$ cat config.mk
export PLATFORM = sky130hd
export DESIGN_NAME = bicubic_phase_scheduler
export DESIGN_NICKNAME = d
export VERILOG_FILES = /design/src/rtl/bicubic_phase_scheduler.sv
export SDC_FILE = /design/constraint.sdc
export NUM_CORES = 1
export LEC_CHECK = 0
export ABC_CLOCK_PERIOD_IN_PS = 4400
export CAP_MARGIN = 20
export CORE_MARGIN = 4
export CORE_UTILIZATION = 43
export DETAILED_ROUTE_END_ITERATION = 10
export GPL_TIMING_DRIVEN = 0
export PLACE_DENSITY = 0.93
export SYNTH_ARGS = -nofsm -noshare
export SYNTH_HDL_FRONTEND = slang
export SYNTH_SLANG_ARGS = --single-unit
$ cat constraint.sdc
create_clock -name clk -period 4.4 [get_ports clk]
set_input_delay 1.1 -clock clk [delete_from_list [all_inputs] [get_ports clk]]
set_output_delay 1.1 -clock clk [all_outputs]
set_load 0.01 [all_outputs]
$ cat src/rtl/bicubic_phase_scheduler.sv
// Phase scheduler for the 4x4 weight-vector x pixel-matrix multiplier of the bicubic upscaler.
// Optional stall counter enabled by defining BICUBIC_SCHED_PERF_EN.
module bicubic_phase_scheduler #(
  parameter int unsigned CHANNEL_WIDTH = 8,
  parameter int unsigned PIPE_LAT      = 2
) (
  input  logic                           clk,
  input  logic                           rst,
  input  logic                           win_valid,
  output logic                           win_ready,
  input  logic [16*(CHANNEL_WIDTH+1)-1:0] win_data,
  output logic [16*(CHANNEL_WIDTH+1)-1:0] p_bus,
  output logic [2:0]                     w1,
  output logic [2:0]                     w2,
  output logic [2:0]                     w3,
  output logic [2:0]                     w4,
  output logic                           ena,
  output logic                           out_valid,
  input  logic                           out_ready,
  output logic [1:0]                     out_phase,
  output logic                           out_last,
  output logic [31:0]                    stall_cnt
);

  typedef enum logic {
    IDLE  = 1'b0,
    ISSUE = 1'b1
  } state_t;

  state_t                       state;
  logic [1:0]                   ph;
  logic [11:0]                  wcode;
  logic                         accept;
  logic [PIPE_LAT-1:0]          tag_v;
  logic [PIPE_LAT-1:0]          tag_l;
  logic [PIPE_LAT-1:0][1:0]     tag_p;

  // Packed {w4, w3, w2, w1} for phase k; w3/w4 mirror w2/w1.
  function automatic logic [11:0] phase_codes(input logic [1:0] k);
    logic [2:0] k3;
    k3 = {1'b0, k};
    return {3'd3 - k3, 3'd7 - k3, 3'd4 + k3, k3};
  endfunction

  // A presented but unaccepted product freezes the whole stage, multiplier included.
  assign ena       = ~(out_valid & ~out_ready);
  assign win_ready = ena & ((state == IDLE) | ((state == ISSUE) & (ph == 2'd3)));
  assign accept    = win_valid & win_ready;

  assign w1 = wcode[2:0];
  assign w2 = wcode[5:3];
  assign w3 = wcode[8:6];
  assign w4 = wcode[11:9];

  // Window/phase sequencer; weight codes are registered alongside ph.
  always_ff @(posedge clk) begin
    if (rst) begin
      state <= IDLE;
      ph    <= 2'd0;
      p_bus <= '0;
      wcode <= '0;
    end else if (ena) begin
      case (state)
        IDLE: begin
          if (accept) begin
            state <= ISSUE;
            ph    <= 2'd0;
            p_bus <= win_data;
            wcode <= phase_codes(2'd0);
          end
        end
        ISSUE: begin
          if (ph == 2'd3) begin
            if (accept) begin
              ph    <= 2'd0;
              p_bus <= win_data;
              wcode <= phase_codes(2'd0);
            end else begin
              state <= IDLE;
              ph    <= 2'd0;
              wcode <= '0;
            end
          end else begin
            ph    <= ph + 2'd1;
            wcode <= phase_codes(ph + 2'd1);
          end
        end
        default: begin
          state <= IDLE;
          ph    <= 2'd0;
          wcode <= '0;
        end
      endcase
    end
  end

  // Tag pipeline mirrors the multiplier latency so tags leave with their products.
  always_ff @(posedge clk) begin
    if (rst) begin
      tag_v <= '0;
      tag_l <= '0;
      tag_p <= '0;
    end else if (ena) begin
      tag_v[0] <= (state == ISSUE);
      tag_p[0] <= ph;
      tag_l[0] <= (ph == 2'd3);
      for (int unsigned i = 1; i < PIPE_LAT; i++) begin
        tag_v[i] <= tag_v[i-1];
        tag_p[i] <= tag_p[i-1];
        tag_l[i] <= tag_l[i-1];
      end
    end
  end

  assign out_valid = tag_v[PIPE_LAT-1];
  assign out_phase = tag_p[PIPE_LAT-1];
  assign out_last  = tag_l[PIPE_LAT-1];

`ifdef BICUBIC_SCHED_PERF_EN
  logic [31:0] stall_q;

  // Saturating count of frozen cycles.
  always_ff @(posedge clk) begin
    if (rst) begin
      stall_q <= 32'd0;
    end else if (!ena && (stall_q != 32'hFFFF_FFFF)) begin
      stall_q <= stall_q + 32'd1;
    end
  end

  assign stall_cnt = stall_q;
`else
  assign stall_cnt = 32'd0;
`endif

endmodule

# Word-level counts from Yosys, hierarchy flattened
# Cells that the tools add are included.
dict set report totals {
  out_inout_bits 194
  register_bits 167
  elab_cells 38
  input_bits 148
}
dict set report op_classes {
  n_eq_ne 3
  bitwise 8
  muxes 13
  n_addsub 4
  n_reduce_logical 2
}
# operator n
set op_table {}
lappend op_table {{$mux 144} 2}
lappend op_table {{$pmux 144 s2} 1}
lappend op_table {{$mux 12} 2}
lappend op_table {{$pmux 12 s2} 1}
lappend op_table {{$mux 11} 1}
lappend op_table {{$and 1x1->1} 4}
lappend op_table {{$mux 2} 2}
lappend op_table {{$pmux 2 s2} 1}
lappend op_table {{$reduce_and 2->1} 2}
lappend op_table {{$add 3x2->3 const A} 1}
lappend op_table {{$not 1->1} 3}
lappend op_table {{$sub 2x2->3 const A} 1}
lappend op_table {{$sub 3x2->3 const A} 1}
lappend op_table {{$add 2x1->2 const B} 1}
lappend op_table {{$eq 2x2->1 const B} 1}
lappend op_table {{$mux 1} 2}
lappend op_table {{$ne 2x1->1 const B} 1}
lappend op_table {{$ne 2x2->1 const B} 1}
lappend op_table {{$pmux 1 s2} 1}
lappend op_table {{$or 1x1->1} 1}

# Longest topological paths before layout
# Gate-level depths: netlist (run 1).
dict set report logic_depth {
  word_depth 8
  depth_mapped 7
  mapped_depth_nobuf 4
}

# Worst setup path after synthesis (run 1)
# Ideal clock, no wire load.
dict set report synth_path {
  path_kind {input to output}
  from {input out_ready}
  to {output win_ready}
  path_buffers 1
  arrival_ps 1742
  path_stages 3
  required_ps 3300
  slack_ps 1558
  cell_sequence {and2b_1 clkbuf_1 a21oi_1}
}
dict set report synth_via {
  elab_chain_cells 4
}
# item line_no
set synth_lines {}
lappend synth_lines {{start: declaration} 19} ;# input logic out_ready,
lappend synth_lines {{$not 1->1} 46} ;# assign ena = ~(out_valid & ~out_ready);
lappend synth_lines {{$and 1x1->1} 46}
lappend synth_lines {{$not 1->1 (no source line)} n/a}
lappend synth_lines {{$and 1x1->1} 47} ;# assign win_ready = ena & ((state == IDLE) | ((state == ISSUE) & (ph == 2'd3)));
lappend synth_lines {{end: declaration} 10} ;# output logic win_ready,
# Every way passes these cells.

# Worst setup path after layout (run 1)
dict set report layout_path {
  from {input out_ready}
  to {output ena}
}
dict set report layout_via {
  elab_chain_cells 3
}
# item line_no
set layout_lines {}
lappend layout_lines {{$not 1->1} 46}
lappend layout_lines {{$and 1x1->1} 46}
lappend layout_lines {{$not 1->1 (no source line)} n/a}
lappend layout_lines {{end: declaration} 17} ;# output logic ena,
# Every way passes these cells.

==> results.py, run 1 <==
metrics = {
    "outcome": {
        "status": "finished clean",
    },
    "clock_tree": {
        "cts_inserted_buffers": 17,
        "hold_buffers": 0,
        "root_buffer": "clkbuf_16",
        "cts_tree": "built",
        "clockBufferDepth": 2,
        "worstSkewPairLatency_ns": 0.42,
        "post_cts_buffers": 0,
        "cts.clk_slew.worst_paths_ns": 0.06,
        "cts_sinks": 158,
        "cts-htree-levels": 4,
        "cts-resized-gates": 0,
    },
    "drt": {
        "detail-route-antenna-nets": 0,
        "vias": 6149,
        "first_pass_iters": 4,
        "drc": 0,
        "drt-vias-per-instance": 4.67,
        "dr.first_iter.drc_count": 228,
        "wl_mm": 21.4,
        "avgRoutedWirePerCell_um": 16.3,
    },
    "logic_synthesis": {
        "syn_area_per_cell_um2": 9.13,
        "synth_warnings": 0,
        "ys.flop_type": "dfxtp_1",
        "netlist_area_um2": 6710,
        "yosysTopAreaCell": "dfxtp_1",
        "syn-instance-count": 735,
        "ys_types": 24,
        "synth_area_leaders": "dfxtp_1 (47%), mux2i_1 (21%), nand2_1 (14%)",
        "async_flop_share_pct": 0,
        "synth_top_area_share_pct": 47.2,
        "ys_ff_latch": 158,
        "synth_edf_count": 0,
        "seq_area_frac_synth_pct": 47.2,
    },
    "setup_path": {
        "critPathArrivalTime_ns": 2.94,
        "reg2reg_setup_slack_ns": 2.42,
        "rr_startpoint": "wcode[3]$_SDFFE_PP0P_",
        "crit_fanout": 10,
        "startpoint_type": "input pin",
        "crit_required_ns": 3.30,
        "worstSetupPathType": "in2out",
        "reg2reg_depth": 7,
        "cp-end-kind": "primary output",
        "r2r-end": "p_bus[66]$_SDFFE_PP0P_",
    },
    "cells_and_area": {
        "nets": 1242,
        "design_area_um2": 10800,
        "final_cells": 1317,
        "drive_above_1_share_pct": 9.49,
        "layout_commonest_cell": "clkdlybuf4s50_1",
        "most-common-layout-cells": "clkdlybuf4s50_1 (306), nand2_1 (253), dfxtp_1 (158)",
        "synthToLayoutAreaGrowth_pct": 61.1,
        "diodes": 0,
    },
    "floorplanning": {
        "die_y_um": 133,
        "ioPinCount": 342,
        "coreArea_um2": 15300,
        "start_util_pct": 44.0,
        "rows": 45,
        "die_area_um2": 17700,
        "die_w_um": 133,
    },
    "sta": {
        "finalSetupViolCount": 0,
        "rsz0062_at_grt": "no",
        "hold_viol_final": 0,
        "maxSlewViolCount": 0,
        "fmax_mhz": 247,
        "fin_tns_setup_ns": 0,
        "min_period_ns": 4.04,
        "tightest_slew_ns": 0.543,
        "relSlewSlack_pct": 63.8,
        "period_share_pct": 91.9,
        "fin_skew_ns": 0.00871,
    },
    "global_routing": {
        "grt_util_all_layers_pct": 23.5,
        "grt_pass1_wl_mm": 33.2,
        "antenna_found_initial": 0,
        "grt_max_degree": 17,
        "grt-ovfl-total": 0,
        "first_global_vias": 6409,
    },
    "min_path": {
        "min_to": "tag_p[0]$_SDFFE_PP0P_",
        "hold_start": "tag_p[0]$_SDFFE_PP0P_",
        "min_path_type": "reg2reg",
        "whs_path_depth": 2,
    },
    "pwr": {
        "powerDensity_nw_per_um2": 362,
        "p_leak_nw": 4.45,
        "vdd_drop_max_uv": 235,
    },
    "place": {
        "gp_congestion": 0.839,
        "postPlaceCellArea_um2": 10200,
        "dp_hpwl_mm": 16.6,
        "place_inst": 1285,
        "numPortBuffers": 306,
    },
    "job": {
        "maxCapViolCount": 0,
    },
}
==> worst max path at each step <==
| stage | slack [ns] | end | cells after the start | from |
|---|---|---|---|---|
| after detailed placement | 0.37 | ena | 5 | out_ready |
| after global routing | 0.26 | ena | 5 | out_ready |
| after floorplan | 1.56 | win_ready | 3 | out_ready |
| after global placement | 0.37 | ena | 5 | out_ready |
| after CTS | 0.35 | ena | 5 | out_ready |
| final | 0.36 | ena | 5 | out_ready |
==> power by group <==
| group | leakage [nW] | internal, W | switching [W] | total, W |
|---|---|---|---|---|
| logic | 2.84 | 0.000425 | 0.000306 | 0.000730 |
| registers | 1.30 | 0.00153 | 0.0000538 | 0.00158 |
| clock network | 0.306 | 0.00101 | 0.000583 | 0.00159 |
==> state kept, by name, indices dropped and copies added, names as in the netlist <==
signal,count
tag_v,2
p_bus,144
out_phase,2
state,1
wcode,5
tag_p,2
tag_l,2
==> synth_stat cells, drive strengths merged, types with 2 or more instances <==
cell    instances
a21oi          13
buf            69
clkbuf         24
dfxtp         158
inv             3
mux2i         144
nand2         253
nand2b         50
nor2            6
o21ai           3
o221a           2
==> logic make-up after synthesis <==
logic type | synth area share (%)
AND/OR/NAND/NOR | 19.6
AO/OA/AOI/OAI | 1.85
adder cells (fa/ha/maj) | 0.187
other | 0.0559
multiplexers | 21.5
flip-flops | 47.2
buffers and inverters | 9.63
==> per-stage QoR <==
stage	hold WS (ns)	worst slack (ns)	total power [W]	utilization [%]
final	0.454	0.355	0.00391	70.8
after global routing	0.465	0.259	0.00405	70.8
after global placement	0.440	0.369	0.00232	66.6
after CTS	0.457	0.354	0.00393	70.8
after detailed placement	0.446	0.370	0.00234	66.6
after floorplan	0.432	1.56	0.00194	-
==> area by class of cell <==
| cell class | count | area, um^2 |
|---|---|---|
| fillers | 1123 | 4460 |
| flip-flops and latches | 158 | 3160 |
| repair buffers | 306 | 3060 |
| multi-input cells | 513 | 3020 |
| plain buffers | 93 | 631 |
| clock buffers | 23 | 488 |
| well taps | 211 | 264 |
| clock inverters | 9 | 156 |
| inverters | 4 | 15.0 |
==> critical path: stages <==
cell,delay (ns)
clkdlybuf4s50_1,0.45
and2b_1,0.24
inv_1,0.13
clkbuf_1,0.37
clkdlybuf4s50_1,0.65
==> metal layers <==
metal	track usage [%]	wire [um]	up-vias
met5	0	0	-
met4	9.53	584	0
met3	7.64	1680	38
met2	43.0	11100	229
met1	24.8	8070	2882
li1	-	-	3000
Note: power is estimated with default switching activity, not from simulation.
==> run 2, diff against run 1 <==
--- a/config.mk
+++ b/config.mk
@@ -7,8 +7,10 @@
 export LEC_CHECK = 0
 export ABC_CLOCK_PERIOD_IN_PS = 4400
 export CAP_MARGIN = 20
+export CELL_PAD_IN_SITES_DETAIL_PLACEMENT = 0
+export CELL_PAD_IN_SITES_GLOBAL_PLACEMENT = 1
 export CORE_MARGIN = 4
-export CORE_UTILIZATION = 43
+export CORE_UTILIZATION = 31
 export DETAILED_ROUTE_END_ITERATION = 10
 export GPL_TIMING_DRIVEN = 0
 export PLACE_DENSITY = 0.93
==> results.py, run 2 (synthesis gave the netlist of run 1 again) <==
metrics = {
    "sta": {
        "fmax_mhz": 250,
        "min_period_ns": 4.00,
        "fin_tns_setup_ns": 0,
        "period_share_pct": 90.9,
        "rsz0062_at_grt": "no",
        "finalSetupViolCount": 0,
        "holdWs_ns": 0.451,
        "fin_skew_ns": 0.0102,
        "maxSlewViolCount": 0,
        "hold_viol_final": 0,
    },
    "setup_path": {
        "worstSetupPathType": "in2out",
        "startpoint_type": "input pin",
        "critPathArrivalTime_ns": 2.90,
        "cp-end-kind": "primary output",
        "crit_required_ns": 3.30,
        "crit_fanout": 10,
    },
    "drt": {
        "vias": 5949,
        "dr.first_iter.drc_count": 278,
        "first_pass_iters": 4,
        "drt-vias-per-instance": 4.31,
        "detail-route-antenna-nets": 0,
        "wl_mm": 20.6,
        "avgRoutedWirePerCell_um": 15.0,
        "drc": 0,
    },
    "clock_tree": {
        "hold_buffers": 0,
        "cts-resized-gates": 0,
        "post_cts_buffers": 0,
        "cts.clk_slew.worst_paths_ns": 0.06,
        "cts_tree": "built",
        "clockBufferDepth": 2,
        "cts_sinks": 158,
        "root_buffer": "clkbuf_16",
        "cts-htree-levels": 4,
        "worstSkewPairLatency_ns": 0.42,
        "cts_inserted_buffers": 17,
    },
    "floorplanning": {
        "coreArea_um2": 21200,
        "rows": 53,
        "die_area_um2": 24100,
        "die_y_um": 155,
        "start_util_pct": 31.7,
        "ioPinCount": 342,
        "die_w_um": 155,
    },
    "cells_and_area": {
        "drive_above_1_share_pct": 9.50,
        "most-common-layout-cells": "clkdlybuf4s50_1 (306), nand2_1 (253), dfxtp_1 (158)",
        "synthToLayoutAreaGrowth_pct": 61.3,
        "top_register": "p_bus",
        "layout_commonest_cell": "clkdlybuf4s50_1",
        "seq_area_um2": 3160,
        "diodes": 0,
        "largest_reg_flops": 144,
        "nFillCells": 1986,
        "multi_input_area_um2": 3020,
        "reg_top3": "p_bus (144), wcode (5)",
        "nets": 1242,
    },
    "global_routing": {
        "grt_util_all_layers_pct": 16.6,
        "first_global_vias": 5988,
        "antenna_found_initial": 0,
        "grt_pass1_wl_mm": 31.9,
        "grt_max_degree": 17,
        "grt-ovfl-total": 0,
    },
    "place": {
        "dp_hpwl_mm": 15.9,
        "numPortBuffers": 306,
        "gp_congestion": 0.769,
    },
    "pwr": {
        "powerDensity_nw_per_um2": 349,
        "vdd_drop_max_uv": 237,
        "p_leak_nw": 4.42,
    },
    "job": {
        "maxCapViolCount": 0,
    },
    "outcome": {
        "status": "finished clean",
    },
    "min_path": {
        "min_path_type": "reg2reg",
    },
}
==> run 2: layout make-up <==
| cell class | count | area share, % |
|---|---|---|
| Sequential cell | 158 | 29.2 |
| Timing Repair Buffer | 306 | 28.3 |
| Multi-Input combinational cell | 513 | 27.9 |
| Buffer | 93 | 5.83 |
| Clock buffer | 19 | 4.09 |
| Tap cell | 275 | 3.18 |
| Clock inverter | 12 | 1.27 |
| Inverter | 4 | 0.139 |
==> run 2: final timing paths <==
| check | from | endpoint | slack, ns | depth (start not counted) |
|---|---|---|---|---|
| min | tag_p[1]$_SDFFE_PP0P_ | tag_p[1]$_SDFFE_PP0P_ | 0.45 | 2 |
| min reg2reg | tag_p[1]$_SDFFE_PP0P_ | tag_p[1]$_SDFFE_PP0P_ | 0.45 | 2 |
| max reg2reg | wcode[3]$_SDFFE_PP0P_ | p_bus[63]$_SDFFE_PP0P_ | 2.48 | 7 |
| max | out_ready | ena | 0.40 | 5 |
==> run 2: where the power goes <==
part	switching [W]	internal [W]	leakage (nW)	total, W
combinational	0.000298	0.000424	2.84	0.000722
clock	0.000620	0.000853	0.280	0.00147
sequential	0.0000502	0.00153	1.30	0.00158
total	0.000968	0.00280	4.42	0.00377
==> run 2: per-stage QoR <==
stage               total power, W  cell area, um^2  worst slack (ns)  instances  utilization (%)
floorplan                  0.00194             6830              1.56        768                -
global placement           0.00233            10200             0.383       1349             48.4
detailed placement         0.00234            10200             0.389       1349             48.4
CTS                        0.00382            10800             0.379       1380             51.1
global route               0.00393            10800             0.303       1380             51.1
finish                     0.00377            10800             0.402       1380             51.1
==> run 2: critical path, cell delays in order <==
cell             delay [ns]
clkdlybuf4s50_1        0.45
and2b_1                0.23
inv_1                  0.12
clkbuf_1               0.35
clkdlybuf4s50_1        0.64
==> run 2: metal layers <==
metal / share of wire (%) / up-vias / track usage, %
met5: 0 / - / 0
met4: 1.8 / 0 / 5.97
met3: 8.5 / 23 / 5.45
met2: 48 / 219 / 27.7
met1: 42 / 2704 / 20.1
li1: - / 3003 / -
==> run 3, diff against run 2 <==
--- a/config.mk
+++ b/config.mk
@@ -5,6 +5,7 @@
 export SDC_FILE = /design/constraint.sdc
 export NUM_CORES = 1
 export LEC_CHECK = 0
+export ABC_AREA = 1
 export ABC_CLOCK_PERIOD_IN_PS = 4400
 export CAP_MARGIN = 20
 export CELL_PAD_IN_SITES_DETAIL_PLACEMENT = 0
@@ -13,7 +14,7 @@
 export CORE_UTILIZATION = 31
 export DETAILED_ROUTE_END_ITERATION = 10
 export GPL_TIMING_DRIVEN = 0
-export PLACE_DENSITY = 0.93
+export PLACE_DENSITY_LB_ADDON = 0.1
 export SYNTH_ARGS = -nofsm -noshare
 export SYNTH_HDL_FRONTEND = slang
 export SYNTH_SLANG_ARGS = --single-unit
==> results.py, run 3 <==
metrics = {
    "outcome": {
        "status": "finished clean",
    },
    "clock_tree": {
        "root_buffer": "clkbuf_16",
        "cts_tree": "built",
        "worstSkewPairLatency_ns": 0.43,
        "cts-resized-gates": 0,
        "post_cts_buffers": 0,
        "clockBufferDepth": 2,
        "hold_buffers": 0,
        "cts_sinks": 158,
        "cts_inserted_buffers": 17,
        "cts.clk_slew.worst_paths_ns": 0.06,
        "cts-htree-levels": 4,
    },
    "setup_path": {
        "crit_required_ns": 3.30,
        "worstSetupPathType": "in2out",
        "critPathArrivalTime_ns": 2.99,
        "timing.critical_path.from": "out_ready",
        "cpMaxStageDelayCell": "clkdlybuf4s50_1",
        "cp-end-kind": "primary output",
        "r2r-end": "p_bus[134]$_SDFFE_PP0P_",
        "crit_fanout": 10,
        "cp-endpoint": "win_ready",
        "max_stage_delay_ns": 0.56,
        "crit_chain": "clkdlybuf4s50_1, inv_1, nand2_2, clkbuf_1, nand2_1, inv_1, clkdlybuf4s50_1",
        "rr_startpoint": "wcode[4]$_SDFFE_PP0P_",
        "reg2reg_setup_slack_ns": 2.56,
        "reg2reg_depth": 8,
        "startpoint_type": "input pin",
    },
    "cells_and_area": {
        "layout_commonest_cell": "inv_1",
        "nFillCells": 2812,
        "synthToLayoutAreaGrowth_pct": 50.6,
        "final_cells": 2061,
        "reg_top3": "p_bus (144), wcode (5)",
        "nets": 1861,
        "largest_reg_flops": 144,
        "drive_above_1_share_pct": 7.94,
        "top_register": "p_bus",
        "most-common-layout-cells": "inv_1 (439), nand2_1 (308), clkdlybuf4s50_1 (306)",
    },
    "floorplanning": {
        "die_area_um2": 29400,
        "start_util_pct": 31.6,
        "die_y_um": 172,
        "ioPinCount": 342,
        "die_w_um": 172,
        "coreArea_um2": 26200,
        "rows": 59,
    },
    "drt": {
        "drt-vias-per-instance": 4.03,
        "detail-route-antenna-nets": 0,
        "met1Wirelength_mm": 11.9,
        "drc": 0,
        "first_pass_iters": 7,
        "vias": 8316,
        "wl_mm": 27.0,
        "wl_met2_mm": 12.5,
        "avgRoutedWirePerCell_um": 13.1,
        "wl_met3_mm": 2.45,
        "dr.max_layer_used": "met5",
        "dr.first_iter.drc_count": 363,
    },
    "logic_synthesis": {
        "syn-instance-count": 1354,
        "ys_types": 18,
        "async_flop_share_pct": 0,
        "synth_edf_count": 0,
        "seq_area_frac_synth_pct": 38.1,
        "synth_common_cells": "inv_1 (439), nand2_1 (308), nor2_1 (161)",
        "synth_top_area_share_pct": 38.1,
        "syn_area_per_cell_um2": 6.12,
        "synth_area_leaders": "dfxtp_1 (38%), inv_1 (20%), nand2_1 (14%)",
        "synth_warnings": 0,
        "yosysTopAreaCell": "dfxtp_1",
        "netlist_area_um2": 8290,
        "synth_most_common_cell": "inv_1",
        "ys_ff_latch": 158,
        "ys.flop_type": "dfxtp_1",
    },
    "sta": {
        "period_share_pct": 93.0,
        "hold_viol_final": 0,
        "relSlewSlack_pct": 59.1,
        "finalSetupViolCount": 0,
        "fin_tns_setup_ns": 0,
        "fin_skew_ns": 0.0144,
        "min_period_ns": 4.09,
        "tightest_slew_ns": 0.614,
        "fmax_mhz": 244,
        "rsz0062_at_grt": "no",
        "maxSlewViolCount": 0,
    },
    "min_path": {
        "min_path_type": "reg2reg",
        "hold_start": "tag_v[0]$_SDFFE_PP0P_",
    },
    "pwr": {
        "p_leak_nw": 6.82,
        "vdd_drop_max_uv": 184,
        "powerDensity_nw_per_um2": 330,
    },
    "place": {
        "place_inst": 2028,
        "numPortBuffers": 306,
        "gp_congestion": 0.803,
        "dp_hpwl_mm": 20.1,
    },
    "global_routing": {
        "grt_pass1_wl_mm": 41.8,
        "grt-ovfl-total": 0,
        "antenna_found_initial": 2,
        "grt_max_degree": 17,
        "grt_util_all_layers_pct": 18.0,
        "first_global_vias": 7778,
    },
    "job": {
        "maxCapViolCount": 0,
    },
}
-- run 3: cell types whose count changed after synthesis, sizes merged, moves of 39 or more --
cell	change
inv	+439
nand4	+144
mux2i	-144
buf	+39
nor2	+155
nand2	+56
nand2b	-50
-- run 3: worst min path at each step --
stage,to,slack (ns),cells past startpoint
5_1_grt,tag_l[0]$_SDFFE_PP0P_,0.48,2
6_report,tag_v[0]$_SDFFE_PP0P_,0.47,2
2_1_floorplan,tag_v[1]$_SDFFE_PP0P_,0.44,2
4_1_cts,tag_v[0]$_SDFFE_PP0P_,0.47,2
3_3_place_gp,tag_v[0]$_SDFFE_PP0P_,0.45,2
3_5_place_dp,tag_v[0]$_SDFFE_PP0P_,0.46,2
-- run 3: final cells by class --
class	count	area [um^2]	share of cell area (%)
Sequential cell	158	3160	25.3
Timing Repair Buffer	306	3060	24.5
Multi-Input combinational cell	665	2890	23.2
Inverter	442	1660	13.3
Buffer	122	701	5.61
Clock buffer	21	450	3.61
Tap cell	335	419	3.36
Clock inverter	11	133	1.06
Antenna cell	1	2.50	0.0200
-- run 3: logic make-up (layout without fill, tap and decap cells) --
kind of cell | after synthesis | after routing | synth area share [%]
buffers and inverters | 564 | 902 | 28.5
AO/OA/AOI/OAI | 12 | 12 | 0.724
adder cells (fa/ha/maj) | 1 | 1 | 0.151
flip-flops | 158 | 158 | 38.1
AND/OR/NAND/NOR | 618 | 618 | 32.5
other | 1 | 35 | 0.0452
-- run 3: per-stage QoR --
stage	utilization [%]	hold WS (ns)	worst slack [ns]	area, um^2	total power (W)
2_1_floorplan	-	0.441	1.58	8420	0.00215
3_3_place_gp	45.4	0.451	0.327	11900	0.00265
3_5_place_dp	45.4	0.457	0.297	11900	0.00266
4_1_cts	47.6	0.468	0.291	12500	0.00419
5_1_grt	47.6	0.477	0.182	12500	0.00437
6_report	47.6	0.467	0.308	12500	0.00412
-- run 3: routing by layer --
layer	global-route usage [%]	up-vias
met2	29.7	217
met1	22.7	3559
met4	4.00	2
li1	-	4521
met3	6.21	17
met5	0	-
-- run 3: critical path, delay by kind of cell --
family | cells | cell delay, ns
buffers and inverters | 5 | 1.58
AND/OR/NAND/NOR | 2 | 0.31
-- run 3: report_power, final --
| group | total, W | switching, W | internal [W] | leakage (nW) |
|---|---|---|---|---|
| clock | 0.00150 | 0.000644 | 0.000860 | 0.272 |
| sequential | 0.00161 | 0.0000635 | 0.00155 | 1.31 |
| combinational | 0.00100 | 0.000492 | 0.000511 | 5.24 |
| total | 0.00412 | 0.00120 | 0.00292 | 6.82 |
